### config.mk
export PLATFORM = sky130hd
export DESIGN_NAME = bid_arbiter_flat
export DESIGN_NICKNAME = d
export VERILOG_FILES = /design/src/rtl/bid_pkg.sv /design/src/rtl/bid_arbiter_if.sv /design/src/rtl/bid_rr_pick.sv /design/src/rtl/bid_arbiter.sv /design/src/flat_wrapper.sv
export SDC_FILE = /design/constraint.sdc
export NUM_CORES = 1
export LEC_CHECK = 0
export CAP_MARGIN = 20
export CORE_AREA = 2 2 174 176
export DETAILED_ROUTE_END_ITERATION = 8
export DIE_AREA = 0 0 176 178
export PLACE_DENSITY = 0.64
export SLEW_MARGIN = 15
export SYNTH_ARGS = -nofsm -noshare
export SYNTH_HDL_FRONTEND = slang
export SYNTH_SLANG_ARGS = --single-unit
### constraint.sdc
create_clock -name clk -period 7.1 [get_ports clk]
set_input_delay 1.42 -clock clk [delete_from_list [all_inputs] [get_ports clk]]
set_output_delay 1.42 -clock clk [all_outputs]
set_load 0.005 [all_outputs]
### src/rtl/bid_pkg.sv
// Shared types and constants for the bid arbiter: FSM encoding, widths,
// default tuning parameters and a saturating counter helper.
package bid_pkg;

    localparam int N_REQ   = 4;
    localparam int REF_MIN = 5000;
    localparam int TIMEOUT = 16;
    localparam int INS_W   = 64;
    localparam int CHK_W   = 16;
    localparam int REF_W   = 13;
    localparam int IDX_W   = $clog2(N_REQ);

    typedef enum logic [2:0] {
        IDLE   = 3'd0,
        ISSUE  = 3'd1,
        WAIT   = 3'd2,
        REPORT = 3'd3,
        FAULT  = 3'd4
    } state_t;

    // Increment that sticks at all-ones instead of wrapping.
    function automatic logic [REF_W-1:0] sat_inc(input logic [REF_W-1:0] v);
        return (&v) ? v : v + 1'b1;
    endfunction

endpackage

### src/rtl/bid_arbiter_if.sv
// Bus bundle between requesters/check engine and the arbiter.
// Handshake: the engine takes eng_ins on a cycle where eng_valid and
// eng_ready are both high; eng_done/eng_pass/eng_check and res_*/alert
// are single-cycle pulses qualified by their own valid bit.
interface bid_arbiter_if;
    import bid_pkg::*;

    logic [N_REQ-1:0]       req;
    logic [N_REQ*INS_W-1:0] ins_in;
    logic [N_REQ-1:0]       gnt;
    logic                   eng_valid;
    logic [INS_W-1:0]       eng_ins;
    logic                   eng_ready;
    logic                   eng_done;
    logic                   eng_pass;
    logic [CHK_W-1:0]       eng_check;
    logic                   res_valid;
    logic [IDX_W-1:0]       res_id;
    logic [INS_W-1:0]       res_ins;
    logic [CHK_W-1:0]       res_check;
    logic                   alert;
    logic                   fault;

    // Arbiter side.
    modport slave (
        input  req, ins_in, eng_ready, eng_done, eng_pass, eng_check,
        output gnt, eng_valid, eng_ins, res_valid, res_id, res_ins,
               res_check, alert, fault
    );

    // Environment side (requesters and check engine).
    modport master (
        output req, ins_in, eng_ready, eng_done, eng_pass, eng_check,
        input  gnt, eng_valid, eng_ins, res_valid, res_id, res_ins,
               res_check, alert, fault
    );

endinterface

### src/rtl/bid_rr_pick.sv
// Combinational round-robin picker: first asserted request at or after ptr,
// wrapping modulo the requester count.
module bid_rr_pick
    import bid_pkg::*;
(
    input  logic [N_REQ-1:0] req,
    input  logic [IDX_W-1:0] ptr,
    output logic             any,
    output logic [IDX_W-1:0] winner
);

    // Scan from ptr upward; the first hit wins and later hits are ignored.
    always_comb begin
        any    = 1'b0;
        winner = ptr;
        for (int i = 0; i < N_REQ; i++) begin
            if (!any && req[ptr + IDX_W'(i)]) begin
                any    = 1'b1;
                winner = ptr + IDX_W'(i);
            end
        end
    end

endmodule

### src/rtl/bid_arbiter.sv
// Round-robin arbiter that forwards one requester's instruction to a check
// engine, waits (bounded) for its result and reports it, raising alert on a
// pass once enough checks have completed.
module bid_arbiter
    import bid_pkg::state_t, bid_pkg::IDLE, bid_pkg::ISSUE, bid_pkg::WAIT,
           bid_pkg::REPORT, bid_pkg::FAULT, bid_pkg::INS_W, bid_pkg::REF_W,
           bid_pkg::IDX_W, bid_pkg::sat_inc;
#(
    parameter int N_REQ   = bid_pkg::N_REQ,
    parameter int REF_MIN = bid_pkg::REF_MIN,
    parameter int TIMEOUT = bid_pkg::TIMEOUT
) (
    input  logic              clk,
    input  logic              RST,
    bid_arbiter_if.slave      bus,
    output state_t            dbg_state,
    output logic [IDX_W-1:0]  dbg_ptr,
    output logic [REF_W-1:0]  dbg_refnum
);

    localparam int TW = (TIMEOUT > 1) ? $clog2(TIMEOUT) : 1;

    state_t           state;
    logic [IDX_W-1:0] ptr;
    logic [IDX_W-1:0] idx_q;
    logic [INS_W-1:0] ins_q;
    logic [TW-1:0]    timer;
    logic [REF_W-1:0] refnum;
    logic [REF_W-1:0] refnum_inc;
    logic             pick_any;
    logic [IDX_W-1:0] pick_idx;

    bid_rr_pick u_pick (
        .req    (bus.req),
        .ptr    (ptr),
        .any    (pick_any),
        .winner (pick_idx)
    );

    assign refnum_inc    = sat_inc(refnum);
    assign bus.eng_valid = (state == ISSUE);
    assign bus.eng_ins   = (state == ISSUE) ? ins_q : '0;
    assign dbg_state     = state;
    assign dbg_ptr       = ptr;
    assign dbg_refnum    = refnum;

    // Control FSM with registered pulses; res_* hold until the next
    // REPORT or FAULT overwrites them.
    always_ff @(posedge clk or posedge RST) begin
        if (RST) begin
            state         <= IDLE;
            ptr           <= '0;
            idx_q         <= '0;
            ins_q         <= '0;
            timer         <= '0;
            refnum        <= '0;
            bus.gnt       <= '0;
            bus.res_valid <= 1'b0;
            bus.res_id    <= '0;
            bus.res_ins   <= '0;
            bus.res_check <= '0;
            bus.alert     <= 1'b0;
            bus.fault     <= 1'b0;
        end else begin
            bus.gnt       <= '0;
            bus.res_valid <= 1'b0;
            bus.alert     <= 1'b0;
            bus.fault     <= 1'b0;
            case (state)
                IDLE: begin
                    if (pick_any) begin
                        idx_q             <= pick_idx;
                        ins_q             <= bus.ins_in[pick_idx*INS_W +: INS_W];
                        bus.gnt[pick_idx] <= 1'b1;
                        ptr   <= (32'(pick_idx) == N_REQ - 1) ? '0 : pick_idx + 1'b1;
                        state <= ISSUE;
                    end
                end
                ISSUE: begin
                    if (bus.eng_ready) begin
                        timer <= '0;
                        state <= WAIT;
                    end
                end
                WAIT: begin
                    // A result arriving on the last allowed cycle beats the timeout.
                    if (bus.eng_done) begin
                        bus.res_valid <= 1'b1;
                        bus.res_id    <= idx_q;
                        bus.res_ins   <= ins_q;
                        bus.res_check <= bus.eng_check;
                        bus.alert     <= bus.eng_pass && (32'(refnum_inc) >= REF_MIN);
                        refnum        <= refnum_inc;
                        state         <= REPORT;
                    end else if (timer == TW'(TIMEOUT - 1)) begin
                        bus.fault     <= 1'b1;
                        bus.res_id    <= '0;
                        bus.res_ins   <= '0;
                        bus.res_check <= '0;
                        state         <= FAULT;
                    end else begin
                        timer <= timer + 1'b1;
                    end
                end
                REPORT:  state <= IDLE;
                FAULT:   state <= IDLE;
                default: state <= IDLE;
            endcase
        end
    end

endmodule

### src/flat_wrapper.sv
// flat-port wrapper written by rule: the top's interface ports become plain ports
module bid_arbiter_flat import bid_pkg::state_t, bid_pkg::IDLE, bid_pkg::ISSUE, bid_pkg::WAIT,
           bid_pkg::REPORT, bid_pkg::FAULT, bid_pkg::INS_W, bid_pkg::REF_W,
           bid_pkg::IDX_W, bid_pkg::sat_inc;
#(
    parameter int N_REQ   = bid_pkg::N_REQ,
    parameter int REF_MIN = bid_pkg::REF_MIN,
    parameter int TIMEOUT = bid_pkg::TIMEOUT
)
  (clk, RST, dbg_state, dbg_ptr, dbg_refnum, bus_req, bus_ins_in, bus_eng_ready, bus_eng_done, bus_eng_pass, bus_eng_check, bus_gnt, bus_eng_valid, bus_eng_ins, bus_res_valid, bus_res_id, bus_res_ins, bus_res_check, bus_alert, bus_fault);
  bid_arbiter_if bus_i ();
  input  logic clk;
  input  logic RST;
  output state_t dbg_state;
  output logic [IDX_W-1:0] dbg_ptr;
  output logic [REF_W-1:0] dbg_refnum;
  input wire logic [$bits(bus_i.req)-1:0] bus_req;
  input wire logic [$bits(bus_i.ins_in)-1:0] bus_ins_in;
  input wire logic [$bits(bus_i.eng_ready)-1:0] bus_eng_ready;
  input wire logic [$bits(bus_i.eng_done)-1:0] bus_eng_done;
  input wire logic [$bits(bus_i.eng_pass)-1:0] bus_eng_pass;
  input wire logic [$bits(bus_i.eng_check)-1:0] bus_eng_check;
  output wire logic [$bits(bus_i.gnt)-1:0] bus_gnt;
  output wire logic [$bits(bus_i.eng_valid)-1:0] bus_eng_valid;
  output wire logic [$bits(bus_i.eng_ins)-1:0] bus_eng_ins;
  output wire logic [$bits(bus_i.res_valid)-1:0] bus_res_valid;
  output wire logic [$bits(bus_i.res_id)-1:0] bus_res_id;
  output wire logic [$bits(bus_i.res_ins)-1:0] bus_res_ins;
  output wire logic [$bits(bus_i.res_check)-1:0] bus_res_check;
  output wire logic [$bits(bus_i.alert)-1:0] bus_alert;
  output wire logic [$bits(bus_i.fault)-1:0] bus_fault;
  assign bus_i.req = bus_req;
  assign bus_i.ins_in = bus_ins_in;
  assign bus_i.eng_ready = bus_eng_ready;
  assign bus_i.eng_done = bus_eng_done;
  assign bus_i.eng_pass = bus_eng_pass;
  assign bus_i.eng_check = bus_eng_check;
  assign bus_gnt = bus_i.gnt;
  assign bus_eng_valid = bus_i.eng_valid;
  assign bus_eng_ins = bus_i.eng_ins;
  assign bus_res_valid = bus_i.res_valid;
  assign bus_res_id = bus_i.res_id;
  assign bus_res_ins = bus_i.res_ins;
  assign bus_res_check = bus_i.res_check;
  assign bus_alert = bus_i.alert;
  assign bus_fault = bus_i.fault;
  bid_arbiter #(.N_REQ(N_REQ), .REF_MIN(REF_MIN), .TIMEOUT(TIMEOUT)) u_core (.clk(clk), .RST(RST), .bus(bus_i), .dbg_state(dbg_state), .dbg_ptr(dbg_ptr), .dbg_refnum(dbg_refnum));
endmodule
==> impl_metrics.json, run 1 <==
{
  "outcome": "completed",
  "worstMarginPinSlew_ps": 1100,
  "cts_root_buf": "clkbuf_16",
  "rr_worst_depth": 7,
  "cts_num_sinks": 177,
  "synth.distinct_cells": 57,
  "grt.total_usage": 0.203,
  "register_area_um2": 4430,
  "p_leak_uw": 0.00629,
  "reg2reg_setup_slack_ps": 4330,
  "cts_buffers": 17,
  "clock_skew_ps": 18.5,
  "synth_warnings": 0,
  "slew_viol_final": 0,
  "vias": 7994,
  "met3_usage": 0.0561,
  "final-hold-violation-count": 0,
  "cp-end-kind": "primary output",
  "crit_type": "flop to primary output",
  "dp_hpwl_mm": 23.8,
  "ys_ff_latch": 177,
  "tns_ps": 0,
  "multiInputGateArea_um2": 4100,
  "ant_nets": 0,
  "use_met2": 0.366,
  "combPwrFrac": 0.496,
  "drc": 0,
  "whs_endpoint": "u_core.idx_q[0]$_DFFE_PP0P_",
  "grt_setup_unrepaired": "no",
  "irDropWorstVdd_mv": 0.162,
  "avgSynthCellArea_um2": 11.4,
  "io_buffers": 452,
  "ctsResizeCount": 0,
  "drt_iter0_drc": 422,
  "antennaDiodeCount": 0,
  "layout_common_cells": "clkdlybuf4s50_1 (452), dfrtp_1 (177), mux2i_1 (131)",
  "core-area_um2": 29400,
  "start_util": 0.302,
  "synth_top_area_share": 0.499,
  "start_kind": "flop",
  "grt_util_met1": 0.244,
  "viasPerCell": 5.01,
  "grt.overflow.total": 0,
  "switching_share": 0.367,
  "wire_per_inst_um": 20.5,
  "min_period_over_period": 0.614,
  "grt_pass1_wl_mm": 48.5,
  "p_per_area_nw_per_um2": 382,
  "drv_cap": 0,
  "slew_headroom": 0.266,
  "netlist_instances": 776,
  "total_power_uw": 5430,
  "busiest_layer": "met2",
  "yosysSeqAreaShare": 0.499,
  "io_pins": 453,
  "max_freq_ghz": 0.229,
  "nets": 1481,
  "clock_path_buffers": 2,
  "crit_fanout": 58,
  "cts_hold_buffers": 0,
  "tritoncts": "done",
  "netlist_area_um2": 8880,
  "path_clk_slew_ps": 70,
  "grt_pass1_vias": 8066,
  "clk-insertion-delay-late_ps": 440,
  "final_common_cell": "clkdlybuf4s50_1",
  "period_minus_slack_ps": 4360,
  "wl_mm": 32.7,
  "fp.dieW_um": 176,
  "yosys.area.top_type": "dfrtp_1",
  "hp-start": "u_core.idx_q[0]$_DFFE_PP0P_",
  "grt_start_max_net_pins": 126,
  "regToRegStartpoint": "u_core.dbg_ptr[0]$_DFFE_PP0P_",
  "die-height_um": 178,
  "pwr-share-seq": 0.333,
  "async_flop_share": 1.00,
  "cp_data_arrival_time_ps": 2940,
  "reg2reg_to": "u_core.ins_q[26]$_DFFE_PP0P_",
  "hp-class": "flop to flop",
  "post_cts_buffers": 0,
  "first_pass_iters": 5,
  "area_growth_pct": 60.1,
  "die_area_um2": 31300,
  "gp_congestion": 0.792,
  "fill_cells": 2723,
  "row_count": 63,
  "crit_required_ps": 5680,
  "power.switching_uw": 1990,
  "synth.top_cells.by_area": "dfrtp_1 (50%), mux2i_1 (15%), a22o_1 (8.1%), o221ai_1 (6.3%), and2_1 (4.8%)",
  "antenna_found_initial": 0,
  "clkPwrFrac": 0.171,
  "fin_cells": 1597,
  "ys.flop_type": "dfrtp_1",
  "hold_path_depth": 2,
  "htreeDepth": 4,
  "syn_nets": 1063,
  "setup_viol": 0,
  "synth-edff-count": 0,
  "drive_gt1_frac": 0.0505,
  "post-place-cells": 1565,
  "p_int_uw": 3430
}
logic make-up (layout without fill, tap and decap cells):
logic type | Yosys count | after routing | share of synthesized area
adders and majority gates | 6 | 6 | 0.00846
DFF | 177 | 177 | 0.499
AOI/OAI and AO/OA | 178 | 178 | 0.172
and+or+nand+nor | 202 | 202 | 0.119
buffers and inverters | 70 | 501 | 0.0419
muxes | 133 | 133 | 0.150
xor gates and xnor gates | 10 | 10 | 0.00986
worst max path at each step:
stage                                    start                           end  slack, ps  cells after the start
4_1_cts        u_core.dbg_state[0]$_DFFE_PP0P_               bus_eng_ins[34]       2660                      4
3_3_place_gp                        bus_req[0]  u_core.ins_q[58]$_DFFE_PP0P_       2950                      8
2_1_floorplan                              RST    u_core.bus.alert$_DFF_PP0_        880                      1
5_1_grt        u_core.dbg_state[0]$_DFFE_PP0P_               bus_eng_ins[57]       2510                      4
3_5_place_dp                        bus_req[0]  u_core.ins_q[26]$_DFFE_PP0P_       2850                      8
6_report       u_core.dbg_state[0]$_DFFE_PP0P_               bus_eng_ins[57]       2740                      4
cell usage after synthesis (4+ instances only):
library cell,instances
nor3_1,6
buf_2,12
inv_1,4
ha_1,6
nand2_1,85
xor2_1,6
o21ai_0,4
buf_6,11
nand3_1,6
mux2i_1,131
nand4_1,4
dfrtp_1,177
a22o_1,82
nor2_1,11
clkbuf_1,23
a21oi_1,6
buf_1,14
xnor2_1,4
o21ai_1,4
and2_1,68
o221ai_1,64
registers in the layout (all words and copies together) (netlist names):
signal and cells:
u_core.dbg_state 3, u_core.bus.alert 1, u_core.dbg_refnum 13, u_core.bus.res_id 2, u_core.bus.gnt 4, u_core.bus.res_ins 64, u_core.bus.res_check 16, u_core.bus.fault 1
u_core.idx_q 2, u_core.timer 4, u_core.ins_q 64, u_core.dbg_ptr 2, u_core.bus.res_valid 1
through the flow:
step / setup WS [ps] / hold WS, ps / utilization / cell area (um2)
after floorplan: 878 / 456 / - / 8880
after global placement: 2950 / 468 / 0.464 / 13700
after detailed placement: 2850 / 480 / 0.464 / 13700
after CTS: 2660 / 496 / 0.483 / 14200
after global routing: 2510 / 511 / 0.483 / 14200
final: 2740 / 492 / 0.483 / 14200
cell type report:
type / count / area share
clock buffer: 17 / 0.0299
clock inverter: 15 / 0.00951
inverter: 7 / 0.00246
multi-input combinational: 529 / 0.289
sequential: 177 / 0.312
tap: 390 / 0.0343
timing repair buffer: 462 / 0.324
per-layer routing:
layer	routed length [um]	vias to the layer above
li1	-	3714
met1	12800	3915
met2	16900	346
met3	2600	19
met4	378	0
met5	0	-
worst max-delay path, stage by stage, from the launching register on:
cell and delay [ps]:
dfrtp_1 570, nor3b_2 550, buf_4 560, and2_1 220
clkdlybuf4s50_1 540
power by group through the flow:
stage / combinational [uW] / sequential (uW) / clock, uW
floorplan: 1390 / 1740 / 0
global placement: 2710 / 1810 / 0
detailed placement: 2740 / 1820 / 0
CTS: 2750 / 1810 / 953
global route: 2920 / 1860 / 995
finish: 2690 / 1810 / 928
(Power assumes the default switching activity.)
==> run 2: changes to the inputs <==
--- a/config.mk
+++ b/config.mk
@@ -6,9 +6,9 @@
 export NUM_CORES = 1
 export LEC_CHECK = 0
 export CAP_MARGIN = 20
-export CORE_AREA = 2 2 174 176
+export CORE_AREA = 2 2 178 180
 export DETAILED_ROUTE_END_ITERATION = 8
-export DIE_AREA = 0 0 176 178
+export DIE_AREA = 0 0 180 182
 export PLACE_DENSITY = 0.64
 export SLEW_MARGIN = 15
 export SYNTH_ARGS = -nofsm -noshare
==> constraint.sdc (replaced) <==
create_clock -name clk -period 3.8 [get_ports clk]
set_input_delay 0.76 -clock clk [delete_from_list [all_inputs] [get_ports clk]]
set_output_delay 0.76 -clock clk [all_outputs]
set_load 0.005 [all_outputs]
==> run 2 against run 1 <==
Worst hold slack improved by 6.1 ps. Worst setup slack got worse by 2200 ps. Clock skew about the same. Sequential power increased by 85%. Sequential cell count unchanged. Highest routed layer is now met5. Global-route usage decreased by 0.69 points. Wire length decreased by 0.46%. First-iteration DRC count decreased by 7.6%. Register-to-register slack got worse by 2700 ps. Clock-buffer cell count increased by 1.
==> impl_metrics.json, run 2 (synthesized netlist as in run 1, its figures left out) <==
{
  "grt.total_usage": 0.196,
  "tritoncts": "done",
  "reg2reg_setup_slack_ps": 1640,
  "cts_hold_buffers": 0,
  "start_util": 0.287,
  "grt_start_max_net_pins": 178,
  "slew_viol_final": 0,
  "met2_wirelength_mm": 16.4,
  "crit_type": "flop to primary output",
  "final-hold-violation-count": 0,
  "worstMarginPinSlew_ps": 1130,
  "post_cts_buffers": 0,
  "p_per_area_nw_per_um2": 713,
  "regToRegStartpoint": "u_core.dbg_ptr[0]$_DFFE_PP0P_",
  "wl_mm": 32.5,
  "crit_chain": "nor3b_2, buf_4, and2_1, clkdlybuf4s50_1",
  "cp-end-kind": "primary output",
  "hp-class": "flop to flop",
  "io_buffers": 452,
  "period_minus_slack_ps": 3240,
  "post-place-cells": 1580,
  "max_freq_ghz": 0.309,
  "layout_common_cells": "clkdlybuf4s50_1 (452), dfrtp_1 (177), mux2i_1 (131)",
  "io_pins": 453,
  "core-area_um2": 31000,
  "reg2reg_to": "u_core.ins_q[41]$_DFFE_PP0P_",
  "first_pass_iters": 5,
  "drv_cap": 0,
  "final_common_cell": "clkdlybuf4s50_1",
  "ctsResizeCount": 0,
  "p_leak_uw": 0.00631,
  "wire_per_inst_um": 20.2,
  "path_clk_slew_ps": 70,
  "viasPerCell": 5.01,
  "setup_viol": 0,
  "drt_iter0_drc": 390,
  "grt_setup_unrepaired": "no",
  "clock_skew_ps": 18.1,
  "irDropWorstVdd_mv": 0.335,
  "met3WireLength_mm": 2.40,
  "cp_data_arrival_time_ps": 2480,
  "fp.dieW_um": 180,
  "crit_required_ps": 3040,
  "critPathTopFamily": "buffers and inverters",
  "rr_worst_depth": 6,
  "hp-start": "u_core.idx_q[0]$_DFFE_PP0P_",
  "vias": 8069,
  "die-height_um": 182,
  "drive_gt1_frac": 0.0505,
  "reg_top3": "u_core.bus.res_ins: 64 flops, u_core.ins_q: 64 flops, u_core.bus.res_check: 16 flops",
  "cts_root_buf": "clkbuf_16",
  "clock_path_buffers": 2,
  "start_kind": "flop",
  "hold_path_depth": 2,
  "crit_buf_inv": 2,
  "drc": 0,
  "highest_layer": "met5",
  "row_count": 65,
  "crit_fanout": 41,
  "slew_headroom": 0.245,
  "grt.overflow.total": 0,
  "outcome": "completed",
  "tns_ps": 0,
  "dp_hpwl_mm": 23.2,
  "clk-insertion-delay-late_ps": 440,
  "fill_cells": 2896,
  "area_growth_pct": 61.2,
  "critical_path.max_stage_delay_ps": 600,
  "drt-met1-wl_mm": 13.2,
  "antenna_found_initial": 2,
  "critPathSlowestCell": "clkdlybuf4s50_1",
  "whs_ps": 498,
  "die_area_um2": 32800,
  "grt_pass1_vias": 8291,
  "nets": 1484,
  "gp_congestion": 0.803,
  "cts_num_sinks": 177,
  "htreeDepth": 4,
  "ant_nets": 0,
  "whs_endpoint": "u_core.idx_q[0]$_DFFE_PP0P_",
  "min_period_over_period": 0.852,
  "grt_pass1_wl_mm": 49.9,
  "cts_buffers": 17,
  "fin_cells": 1611
}
## run 2: changes by cell type in the layout (fill, tap and decap cells not counted), sizes merged
cell,before,now
diode,0,1
inv,17,11
bufinv,0,1
clkbuf,17,18
clkinvlp,0,2
buf,10,13
## run 2: how the worst max path moves through the flow
stage | start | endpoint | slack, ps | cells past startpoint
2_1_floorplan | RST | u_core.bus.alert$_DFF_PP0_ | 770 | 1
3_3_place_gp | bus_req[0] | u_core.ins_q[6]$_DFFE_PP0P_ | 870 | 7
3_5_place_dp | bus_req[0] | u_core.dbg_ptr[0]$_DFFE_PP0P_ | 800 | 8
4_1_cts | u_core.dbg_state[0]$_DFFE_PP0P_ | bus_eng_ins[34] | 490 | 4
5_1_grt | u_core.dbg_state[0]$_DFFE_PP0P_ | bus_eng_ins[34] | 410 | 4
6_report | u_core.dbg_state[0]$_DFFE_PP0P_ | bus_eng_ins[34] | 560 | 4
## run 2: tightest hold or removal path, cell delays in order, from the launching register on
cell     delay (ps)
dfrtp_1         350
nand2_1          50
o21ai_1          60
## run 2: layout make-up
class                      instances  area (um2)  area share
multi-input combinational        529        4100       0.287
timing repair buffer             465        4680       0.327
tap                              402         503      0.0352
sequential                       177        4430       0.310
antenna                            1        2.50    0.000175
clock buffer                      18         429      0.0300
clock inverter                    12         126     0.00883
inverter                           7        31.3     0.00219
## run 2: per-layer routing
metal	track usage	vias up
li1	-	3744
met1	0.238	3940
met2	0.343	356
met3	0.0572	27
met4	0.0481	2
met5	0	-
## run 2: per-stage QoR
stage / instance area (um2) / util / setup slack (ps) / power (uW)
floorplan: 8880 / - / 773 / 5850
global placement: 13800 / 0.444 / 870 / 8480
detailed placement: 13800 / 0.444 / 796 / 8550
CTS: 14300 / 0.462 / 486 / 10300
global route: 14300 / 0.462 / 413 / 10900
finish: 14300 / 0.462 / 561 / 10200
## run 2: power by group
part           internal [uW]  switching (uW)
combinational           2860            2250
clock                    917             827
sequential              2740             614
total                   6510            3690
==> run 3: changes to the inputs <==
--- a/config.mk
+++ b/config.mk
@@ -10,6 +10,7 @@
 export DETAILED_ROUTE_END_ITERATION = 8
 export DIE_AREA = 0 0 180 182
 export PLACE_DENSITY = 0.64
+export RECOVER_POWER = 50
 export SLEW_MARGIN = 15
 export SYNTH_ARGS = -nofsm -noshare
 export SYNTH_HDL_FRONTEND = slang
==> run 3 against run 2 <==
Register-to-register slack barely moved. Highest routed layer unchanged. Power is 1.5% lower. Largest power group unchanged. Global-route usage unchanged.
==> impl_metrics.json, run 3 (synthesized netlist as in run 1, its figures left out) <==
{
  "crit_fanout": 41,
  "outcome": "completed",
  "area_growth_pct": 61.0,
  "cp-end-kind": "primary output",
  "fin_cells": 1611,
  "viasPerCell": 5.02,
  "met3WireLength_mm": 2.41,
  "path_clk_slew_ps": 70,
  "fill_cells": 2898,
  "layout_common_cells": "clkdlybuf4s50_1 (379), dfrtp_1 (177), mux2i_1 (131)",
  "hp-class": "flop to flop",
  "clock_skew_ps": 14.3,
  "nets": 1484,
  "gp_congestion": 0.803,
  "tritoncts": "done",
  "final_area_um2": 14300,
  "placed_cell_area_um2": 13800,
  "cp_data_arrival_time_ps": 2480,
  "total_power_uw": 10100,
  "whs_endpoint": "u_core.bus.res_ins[47]$_DFFE_PP0P_",
  "grt_start_max_net_pins": 178,
  "die-height_um": 182,
  "clkPwrFrac": 0.173,
  "vias": 8089,
  "highest_layer": "met5",
  "reg2reg_to": "u_core.ins_q[41]$_DFFE_PP0P_",
  "multiInputGateArea_um2": 4090,
  "drt-met1-wl_mm": 13.2,
  "p_leak_uw": 0.00644,
  "reg_top3": "u_core.bus.res_ins: 64 flops, u_core.ins_q: 64 flops, u_core.bus.res_check: 16 flops",
  "crit_required_ps": 3040,
  "htreeDepth": 4,
  "cts_root_buf": "clkbuf_16",
  "post-place-cells": 1580,
  "start_kind": "flop",
  "wire_per_inst_um": 20.2,
  "grt_pass1_vias": 8291,
  "final-hold-violation-count": 0,
  "clk-insertion-delay-late_ps": 430,
  "worstMarginPinSlew_ps": 1160,
  "slew_headroom": 0.225,
  "post_cts_buffers": 0,
  "cts_num_sinks": 177,
  "start_util": 0.287,
  "power.switching_uw": 3670,
  "p_int_uw": 6380,
  "slew_viol_final": 0,
  "regToRegStartpoint": "u_core.dbg_ptr[0]$_DFFE_PP0P_",
  "grt.overflow.total": 0,
  "switching_share": 0.365,
  "p_per_area_nw_per_um2": 703,
  "antenna_found_initial": 2,
  "cts_hold_buffers": 0,
  "min_period_over_period": 0.853,
  "max_freq_ghz": 0.309,
  "combPwrFrac": 0.495,
  "rr_worst_depth": 6,
  "period_minus_slack_ps": 3240,
  "fp.dieW_um": 180,
  "hp-start": "u_core.bus.res_ins[47]$_DFFE_PP0P_",
  "grt_pass1_wl_mm": 49.9,
  "tns_ps": 0,
  "reg2reg_setup_slack_ps": 1650,
  "grt.total_usage": 0.196,
  "clock_path_buffers": 2,
  "wl_mm": 32.6,
  "first_pass_iters": 5,
  "drv_cap": 0,
  "grt_setup_unrepaired": "no",
  "hold_path_depth": 1,
  "dp_hpwl_mm": 23.2,
  "ant_nets": 0,
  "register_area_um2": 4430,
  "cts_buffers": 17,
  "drive_gt1_frac": 0.0488,
  "pwr-share-seq": 0.332,
  "setup_viol": 0,
  "final_common_cell": "clkdlybuf4s50_1",
  "ctsResizeCount": 0,
  "crit_type": "flop to primary output",
  "row_count": 65,
  "drt_iter0_drc": 383,
  "io_buffers": 452,
  "die_area_um2": 32800,
  "core-area_um2": 31000,
  "met2_wirelength_mm": 16.3,
  "drc": 0,
  "irDropWorstVdd_mv": 0.333,
  "io_pins": 453
}
-- run 3: changes by cell type in the layout (fill, tap and decap cells not counted), sizes merged --
cell and change:
clkinv -1, clkdlybuf4s50 -73, dlygate4sd3 +73, clkinvlp +1
-- run 3: power by group through the flow --
stage               Sequential, uW  Combinational (uW)  Clock, uW
floorplan                     3250                2600          0
global placement              3360                5120          0
detailed placement            3380                5170          0
CTS                           3360                5190       1800
global route                  3460                5370       1880
finish                        3340                4970       1740
-- run 3: worst max path at each step --
stage,start,end
after floorplan,RST,u_core.bus.alert$_DFF_PP0_
after CTS,u_core.dbg_state[0]$_DFFE_PP0P_,bus_eng_ins[34]
after global placement,bus_req[0],u_core.ins_q[6]$_DFFE_PP0P_
after global routing,u_core.dbg_state[0]$_DFFE_PP0P_,bus_eng_ins[34]
after detailed placement,bus_req[0],u_core.dbg_ptr[0]$_DFFE_PP0P_
final,u_core.dbg_state[0]$_DFFE_PP0P_,bus_eng_ins[34]
-- run 3: critical path, cell delays in order (launching register included) --
cell and delay (ps):
dfrtp_1 570, nor3b_2 270, buf_4 390, and2_1 190, clkdlybuf4s50_1 600
-- run 3: per-layer routing --
| layer | vias up | global-route usage |
|---|---|---|
| li1 | 3741 | - |
| met1 | 3964 | 0.238 |
| met2 | 354 | 0.343 |
| met3 | 28 | 0.0572 |
| met4 | 2 | 0.0481 |
| met5 | - | 0 |
-- run 3: metrics by stage --
step	utilization	hold WS [ps]	worst slack, ps
2_1_floorplan	-	456	773
3_3_place_gp	0.444	470	870
3_5_place_dp	0.444	481	796
4_1_cts	0.462	504	486
5_1_grt	0.461	506	413
6_report	0.461	493	560
-- run 3: cell type report --
cell class	count	share of cell area
clock buffer	18	0.0300
tap	402	0.0352
inverter	7	0.00219
timing repair buffer	465	0.328
clock inverter	12	0.00884
multi-input combinational	529	0.286
sequential	177	0.310
antenna	1	0.000175
